<file path="src/rtl/mdu_issue_ctrl.sv">
// Issue/hazard controller between the E stage and the multiply/divide unit.
// Drives MDU start/mt/op, shadows unit latency, stalls D and flags shadow/unit divergence.
module mdu_issue_ctrl #(
   parameter int unsigned MUL_CYCLES = 5,
   parameter int unsigned DIV_CYCLES = 10,
   parameter int unsigned CNT_W      = 4
) (
   input  logic        i_clk,
   input  logic        i_res,
   input  logic [3:0]  i_e_op,
   input  logic        i_e_flush,
   input  logic        i_d_uses_mdu,
   input  logic        i_mdu_busy,
   output logic        o_mdu_start,
   output logic        o_mdu_mt,
   output logic [2:0]  o_mdu_op,
   output logic        o_stall_d,
   output logic        o_done,
   output logic        o_sync_err,
   output logic [31:0] o_stall_cnt
);

   typedef enum logic [1:0] {StIdle, StMul, StDiv} state_e;

   localparam logic [CNT_W-1:0] MulLoad = CNT_W'(MUL_CYCLES);
   localparam logic [CNT_W-1:0] DivLoad = CNT_W'(DIV_CYCLES);
   localparam logic [CNT_W-1:0] CntOne  = CNT_W'(1);

   state_e           r_state;
   state_e           w_state_d;
   logic [CNT_W-1:0] r_cnt;
   logic [CNT_W-1:0] w_cnt_d;
   logic             r_done;
   logic             w_done_d;
   logic             r_sync_err;
   logic             w_sync_err_d;
   logic [31:0]      r_stall_cnt;
   logic [31:0]      w_stall_cnt_d;

   logic             w_is_muldiv;
   logic             w_is_mul;
   logic             w_is_mt;
   logic             w_is_mf;
   logic [2:0]       w_op;
   logic             w_issue;
   logic             w_mt;
   logic             w_shadow_busy;
   logic             w_stall;

   always_comb begin
      w_is_muldiv = 1'b0;
      w_is_mul    = 1'b0;
      w_is_mt     = 1'b0;
      w_is_mf     = 1'b0;
      w_op        = 3'b000;
      case (i_e_op)
         4'd1: begin w_is_muldiv = 1'b1; w_is_mul = 1'b1; w_op = 3'b011; end
         4'd2: begin w_is_muldiv = 1'b1; w_is_mul = 1'b1; w_op = 3'b010; end
         4'd3: begin w_is_muldiv = 1'b1; w_op = 3'b101; end
         4'd4: begin w_is_muldiv = 1'b1; w_op = 3'b100; end
         4'd5, 4'd6: w_is_mf = 1'b1;
         4'd7: begin w_is_mt = 1'b1; w_op = 3'b001; end
         4'd8: begin w_is_mt = 1'b1; w_op = 3'b000; end
         default: ;
      endcase
   end

   // All combinational outputs are held low while reset is asserted.
   assign w_issue       = w_is_muldiv & ~i_e_flush & ~i_res;
   assign w_mt          = w_is_mt & ~i_e_flush & ~i_res;
   assign w_shadow_busy = (r_cnt != '0);
   assign w_stall       = ~i_res & i_d_uses_mdu & (w_issue | w_shadow_busy);

   assign o_mdu_start = w_issue;
   assign o_mdu_mt    = w_mt;
   assign o_mdu_op    = i_res ? 3'b000 : w_op;
   assign o_stall_d   = w_stall;
   assign o_done      = r_done;
   assign o_sync_err  = r_sync_err;
   assign o_stall_cnt = r_stall_cnt;

   always_comb begin
      w_state_d = r_state;
      w_cnt_d   = r_cnt;
      if (w_issue) begin
         w_cnt_d   = w_is_mul ? MulLoad : DivLoad;
         w_state_d = w_is_mul ? StMul : StDiv;
      end else if (w_shadow_busy) begin
         w_cnt_d = r_cnt - CntOne;
         if (r_cnt == CntOne) begin
            w_state_d = StIdle;
         end
      end else begin
         w_state_d = StIdle;
      end
   end

   // A reload on the final busy cycle is a violation, not a completion.
   assign w_done_d = (r_state != StIdle) & (r_cnt == CntOne) & ~w_issue;

   assign w_sync_err_d = r_sync_err
                       | (w_shadow_busy != i_mdu_busy)
                       | (w_shadow_busy & (w_issue | w_mt | (w_is_mf & ~i_e_flush)));

   assign w_stall_cnt_d = (w_stall && (r_stall_cnt != 32'hFFFF_FFFF)) ?
                          r_stall_cnt + 32'd1 : r_stall_cnt;

   always_ff @(posedge i_clk or posedge i_res) begin
      if (i_res) begin
         r_state     <= StIdle;
         r_cnt       <= '0;
         r_done      <= 1'b0;
         r_sync_err  <= 1'b0;
         r_stall_cnt <= '0;
      end else begin
         r_state     <= w_state_d;
         r_cnt       <= w_cnt_d;
         r_done      <= w_done_d;
         r_sync_err  <= w_sync_err_d;
         r_stall_cnt <= w_stall_cnt_d;
      end
   end

endmodule

</file>
<file path="config.mk">
export PLATFORM = sky130hd
export DESIGN_NAME = mdu_issue_ctrl
export DESIGN_NICKNAME = d
export VERILOG_FILES = /design/src/rtl/mdu_issue_ctrl.sv
export SDC_FILE = /design/constraint.sdc
export NUM_CORES = 1
export LEC_CHECK = 0
export ABC_AREA = 1
export CORE_UTILIZATION = 59
export DETAILED_ROUTE_END_ITERATION = 6
export DONT_BUFFER_PORTS = 1
export GPL_TIMING_DRIVEN = 0
export MAX_ROUTING_LAYER = met4
export PLACE_DENSITY = 0.83
export SLEW_MARGIN = 20
export SYNTH_ARGS = -nofsm -noshare
export SYNTH_HDL_FRONTEND = slang
export SYNTH_SLANG_ARGS = --single-unit
</file>
<file path="constraint.sdc">
create_clock -name i_clk -period 3.1 [get_ports i_clk]
set_input_delay 0 -clock i_clk [delete_from_list [all_inputs] [get_ports i_clk]]
set_output_delay 0 -clock i_clk [all_outputs]
set_load 0.01 [all_outputs]
</file>
# Yosys cells after proc, flatten, opt, wreduce, memory -nomap -nowiden
# Index checks and enable logic that the tools add are counted.
[op_classes]
n_mux = 13
n_bitwise = 18
n_reduce_logical = 8
eq_ne = 12
addsub = 2
[op_table]
columns = ["cell", "count"]
rows = [
  ["$add 32x1->32 const B", 1],
  ["$ne 32x32->1 const B", 1],
  ["$eq 4x3->1 const B", 4],
  ["$pmux 3 s5", 1],
  ["$mux 4", 3],
  ["$and 1x1->1", 10],
  ["$eq 4x1->1 const B", 2],
  ["$eq 4x2->1 const B", 2],
  ["$mux 2", 4],
  ["$reduce_or 2->1", 3],
  ["$or 1x1->1", 5],
  ["$eq 4x4->1 const B", 1],
  ["$mux 1", 4],
  ["$reduce_bool 2->1", 2],
  ["$reduce_bool 4->1", 1],
  ["$reduce_or 4->1", 1],
  ["$sub 4x1->4 const B", 1],
  ["$mux 3", 1],
  ["$ne 3x2->1 const B", 1],
  ["$not 1->1", 3],
  ["$logic_and 1x1->1", 1],
  ["$ne 1x1->1", 1],
]
[totals]
in_bits = 9
out_inout_bits = 40
register_bits = 40
word_cells = 58

# Longest topological paths before layout
[depth]
depth_word = 9
ltp_mapped = 11
depth_no_buf = 10

# Least setup slack after synthesis
# Ideal clock, no wire load.
[synth_path]
path_kind = "input to register"
start = "input port i_res"
end = "register r_stall_cnt[2], in the netlist o_stall_cnt[2]"
path_buffers = 1
setup_ps = 66
path_stages = 6
path_slack_ps = 1326
required_ps = 3034
t_arrival_ps = 1708
path_cell_list = "inv_1 -> nand2_1 -> inv_1 -> clkbuf_1 -> nand4_1 -> nand2_1"
[synth_between]
elab_chain_cells = 5
word_cells_on_any_way = 6
classes_between = "bitwise (5); reduce/logical (1)"
[synth_lines]
columns = ["element", "line", "rtl"]
rows = [
  ["from (decl)", "9", "input logic i_res,"],
  ["$not 1->1 (*)", "69, 72", ""],
  ["$and 1x1->1", "69", "assign w_issue = w_is_muldiv & ~i_e_flush & ~i_res;"],
  ["$or 1x1->1", "72", "assign w_stall = ~i_res & i_d_uses_mdu & (w_issue | w_shadow_busy);"],
  ["$and 1x1->1 (*)", "72", ""],
  ["$logic_and 1x1->1 (*)", "105", "assign w_stall_cnt_d = (w_stall && (r_stall_cnt != 32'hFFFF_FFFF)) ?"],
  ["to (signal assigned)", "120", "r_stall_cnt <= w_stall_cnt_d;"],
  ["to (decl)", "37", "logic [31:0] r_stall_cnt;"],
]
# Every way passes the cells marked *; elsewhere a longest branch is shown, timed or not.
# A chain may end at the register's enable or synchronous reset.

# Final worst setup path
[layout_path]
start = "register r_stall_cnt[0], in the netlist o_stall_cnt[0]"
end = "register r_stall_cnt[19], in the netlist o_stall_cnt[19]"
[layout_between]
elab_chain_cells = 2
word_cells_on_any_way = 3
classes_between = "add/sub (1); eq/ne (1); reduce/logical (1)"
[layout_lines]
columns = ["element"]
rows = [
  ["parallel branches: the longest is 2 deep, another holds $add 32x1->32"],
]
# Several ways; the timed one is not identified.

==> summary.md <==
| Metric | Value |
|---|---|
| Die area | 0.00527 mm^2 |
| Sequential share of power | 48.6% |
| Critical-path cell list | ha_1, inv_1, nor2_4, nand2_2, nor2_4, nand2_1, nand3_2, buf_6, nand2_1, nand2_1 |
| Detailed Route Iter0 Violations | 199 |
| R2R Path End | o_stall_cnt[19] |
| Power density over the cells | 439 mW/mm^2 |
| GPL Wtd Cong | 0.959 |
| Worst slew pin tran | 0.487 ns |
| Initial Util | 61.8% |
| Detailed Place HPWL | 5.31 mm |
| YS warnings | 0 |
| Clock buffer depth | 2 |
| Worst r2r path cells | 10 |
| Gr usage total | 30.0% |
| Reg2reg setup slack | 1.15 ns |
| Syn avg cell area | 6.75 um^2 |
| Die W | 72.6 um |
| HP Class | input port to flip-flop |
| Core area | 0.00475 mm^2 |
| Vias/cell | 5.34 |
| Fill cells | 415 |
| Req. time, crit path | 3.34 ns |
| Worst setup SP type | flip-flop |
| Top delay family on crit path | simple AND/OR/NAND/NOR gates |
| Remaining global-route overflow | 0 |
| Worst Min Path Start | i_d_uses_mdu |
| Synth area leader | dfrtp_1 |
| Count of final max-slew check failures | 0 |
| Register Area | 0.00100 mm^2 |
| Mapped cell area | 0.00294 mm^2 |
| Slowest CP cell | dfrtp_1 |
| Syn Nets | 447 |
| Largest net degree at the start of global routing | 22 |
| Reg-to-Reg Start | o_stall_cnt[0] |
| Top-Level Pins | 49 |
| Htree depth | 2 |
| Post-CTS setup buffers | 0 |
| Max VDD drop | 331 uV |
| CP Class | flip-flop to flip-flop |
| RSZ-0062 raised after global routing | no |
| Critical path data arrival time | 2.18 ns |
| Worst hold endpoint | o_stall_cnt[27] |
| Mapped Cells | 435 |
| Max_slew headroom | 67.5% |
| First-pass GRT wire length | 11.8 mm |
| Drt drc | 0 |
| Period minus WS final | 1.95 ns |
| Die Span Y | 72.6 um |
| CP max FO | 10 |
| Vias in the first global route | 2,643 |
| Final setup violation count | 0 |
| Switching fraction of total power | 35.3% |
| #FFs+latches synth | 40 |
| Outcome | complete, no violations |
| Period utilization | 62.8% |
| Max Cap Violations | 0 |
| Seq/Total Area, Yosys | 34.1% |
| Clock-pin slew on the worst setup and hold paths | 0.08 ns |
| Later-pin clock latency in the skew report | 0.29 ns |
| Top post-synthesis cells by area | dfrtp_1 (34%), nand2_1 (24%), nand3_2 (7.5%) |
| Worst path most repeated cell | nand2_1 |
| Clock sink count | 40 |
| Switching component of the power | 0.495 mW |
| Initial antenna violation count | 0 |
| Synth cell types | 25 |
| Nets | 460 |
| Comb pwr share | 25.5% |
| Total Power | 1.40 mW |
| Clk pwr share | 25.9% |
| Slowest stage delay, CP | 0.51 ns |
| Row count | 25 |
| Area grow syn2layout | 8.56% |
| Post-route setup TNS | 0 ns |
| FMAX | 513 MHz |
| Antenna cells | 0 |
| Via count | 2,755 |
| Avg WL per Cell | 13.3 um |
| CP Capture Type | flip-flop |
| Root buffer cell | clkbuf_8 |
| Pleak | 1.47 nW |
| CP bufs+invs | 2 |
| Int Power | 0.906 mW |
| Drt first pass iters | 5 |
| Total wire length | 6.85 mm |
| Post-route antenna net violation count | 0 |
| Area share of the largest cell type after synthesis | 34.1% |
| Clock Skews | 0.00777 ns |
| Final hold vios | 0 |
| Cells on Worst Hold Path | 4 |
| Port-buffer cells | 0 |
| TritonCTS buffer count | 5 |
| CTS tree | yes |
| Multi-input gate area | 0.00171 mm^2 |
| Share of layout cells above drive strength 1 | 12.0% |
[cell usage after synthesis (all sizes together)]
cell    number
nand3b       5
nor3         1
buf          9
inv         36
xnor2        6
ha           3
nand3       47
a21oi        4
o21ai        4
o21bai       1
dfrtp       40
nand2      190
clkbuf       1
xor2         8
o211ai       2
nor2        66
nand4       12
[through the flow]
step / cells / util (%) / setup WS [ns] / cell area [um^2] / hold slack, ns
2_1_floorplan: 435 / - / 1.33 / 2940 / 0.0441
3_3_place_gp: 502 / 63.6 / 0.835 / 3020 / 0.0476
3_5_place_dp: 503 / 64.1 / 1.17 / 3050 / -0.0730
4_1_cts: 516 / 67.1 / 1.14 / 3190 / 0.00328
5_1_grt: 516 / 67.1 / 0.979 / 3190 / 0.0368
6_report: 516 / 67.1 / 1.15 / 3190 / 0.0286
[power by group through the flow]
stage / Sequential, mW / Clock, mW / Combinational [mW]
floorplan: 0.670 / 0 / 0.288
global placement: 0.684 / 0 / 0.333
detailed placement: 0.688 / 0 / 0.349
CTS: 0.678 / 0.368 / 0.358
global route: 0.695 / 0.395 / 0.411
finish: 0.681 / 0.363 / 0.358
[area by class of cell]
type	count	share of cell area, %
flip-flops and latches	40	31.4
repair buffers	6	2.43
well taps	67	2.63
plain buffers	10	2.90
multi-input cells	349	53.6
inverters	36	4.24
clock buffers	8	2.82
[worst register-to-register path, cell delays in order, from the launching register on]
cell     delay [ns]
dfrtp_1        0.51
ha_1           0.30
inv_1          0.11
nor2_4         0.15
nand2_2        0.11
nor2_4         0.14
nand2_1        0.10
nand3_2        0.17
buf_6          0.17
nand2_1        0.06
nand2_1        0.07
[worst max path at each step]
stage | from | end | slack [ns] | cells after the start
2_1_floorplan | i_res | o_stall_cnt[2] | 1.33 | 6
3_3_place_gp | i_res | o_stall_cnt[9] | 0.84 | 6
3_5_place_dp | o_stall_cnt[0] | o_stall_cnt[19] | 1.17 | 10
4_1_cts | o_stall_cnt[0] | o_stall_cnt[19] | 1.14 | 10
5_1_grt | o_stall_cnt[0] | o_stall_cnt[19] | 0.98 | 10
6_report | o_stall_cnt[0] | o_stall_cnt[19] | 1.15 | 10
[cells by family after synthesis]
family | share of synthesized area (%)
buffers and inverters | 7.75
adders and majority gates | 1.28
AOI/OAI and AO/OA | 2.51
DFF | 34.1
and+or+nand+nor | 50.2
xor gates and xnor gates | 4.17
[layout by cell type (no fill, tap or decap), types with 4 or more instances in the layout]
master,count
nand2_1,186
nor2_2,5
xnor2_1,6
inv_1,34
o21ai_0,4
dfrtp_1,40
buf_6,7
nand4_1,11
nand3_2,22
dlygate4sd3_1,5
xor2_1,8
nand3b_1,5
nand2_2,4
nand3_1,25
nor2_1,58
clkbuf_8,6
[flip-flops by register name (all words and copies together), names as in the netlist]
register     count
o_done           1
o_stall_cnt     32
o_sync_err       1
r_cnt            4
r_state          2
[metal layers]
metal / up-vias / wire, um / GRT usage, %
met2: 95 / 3070 / 46.3
met3: 21 / 462 / 6.39
met4: 0 / 186 / 13.3
met1: 1250 / 3140 / 37.8
met5: - / 0 / -
li1: 1389 / - / -
[what timing repair did]
action | 4_1_cts | 5_1_grt
gates resized for setup | 0 | 0
hold buffers | 5 | 0
hold endpoints to repair | 43 | 0
Power figures use the tool's default switching activity.
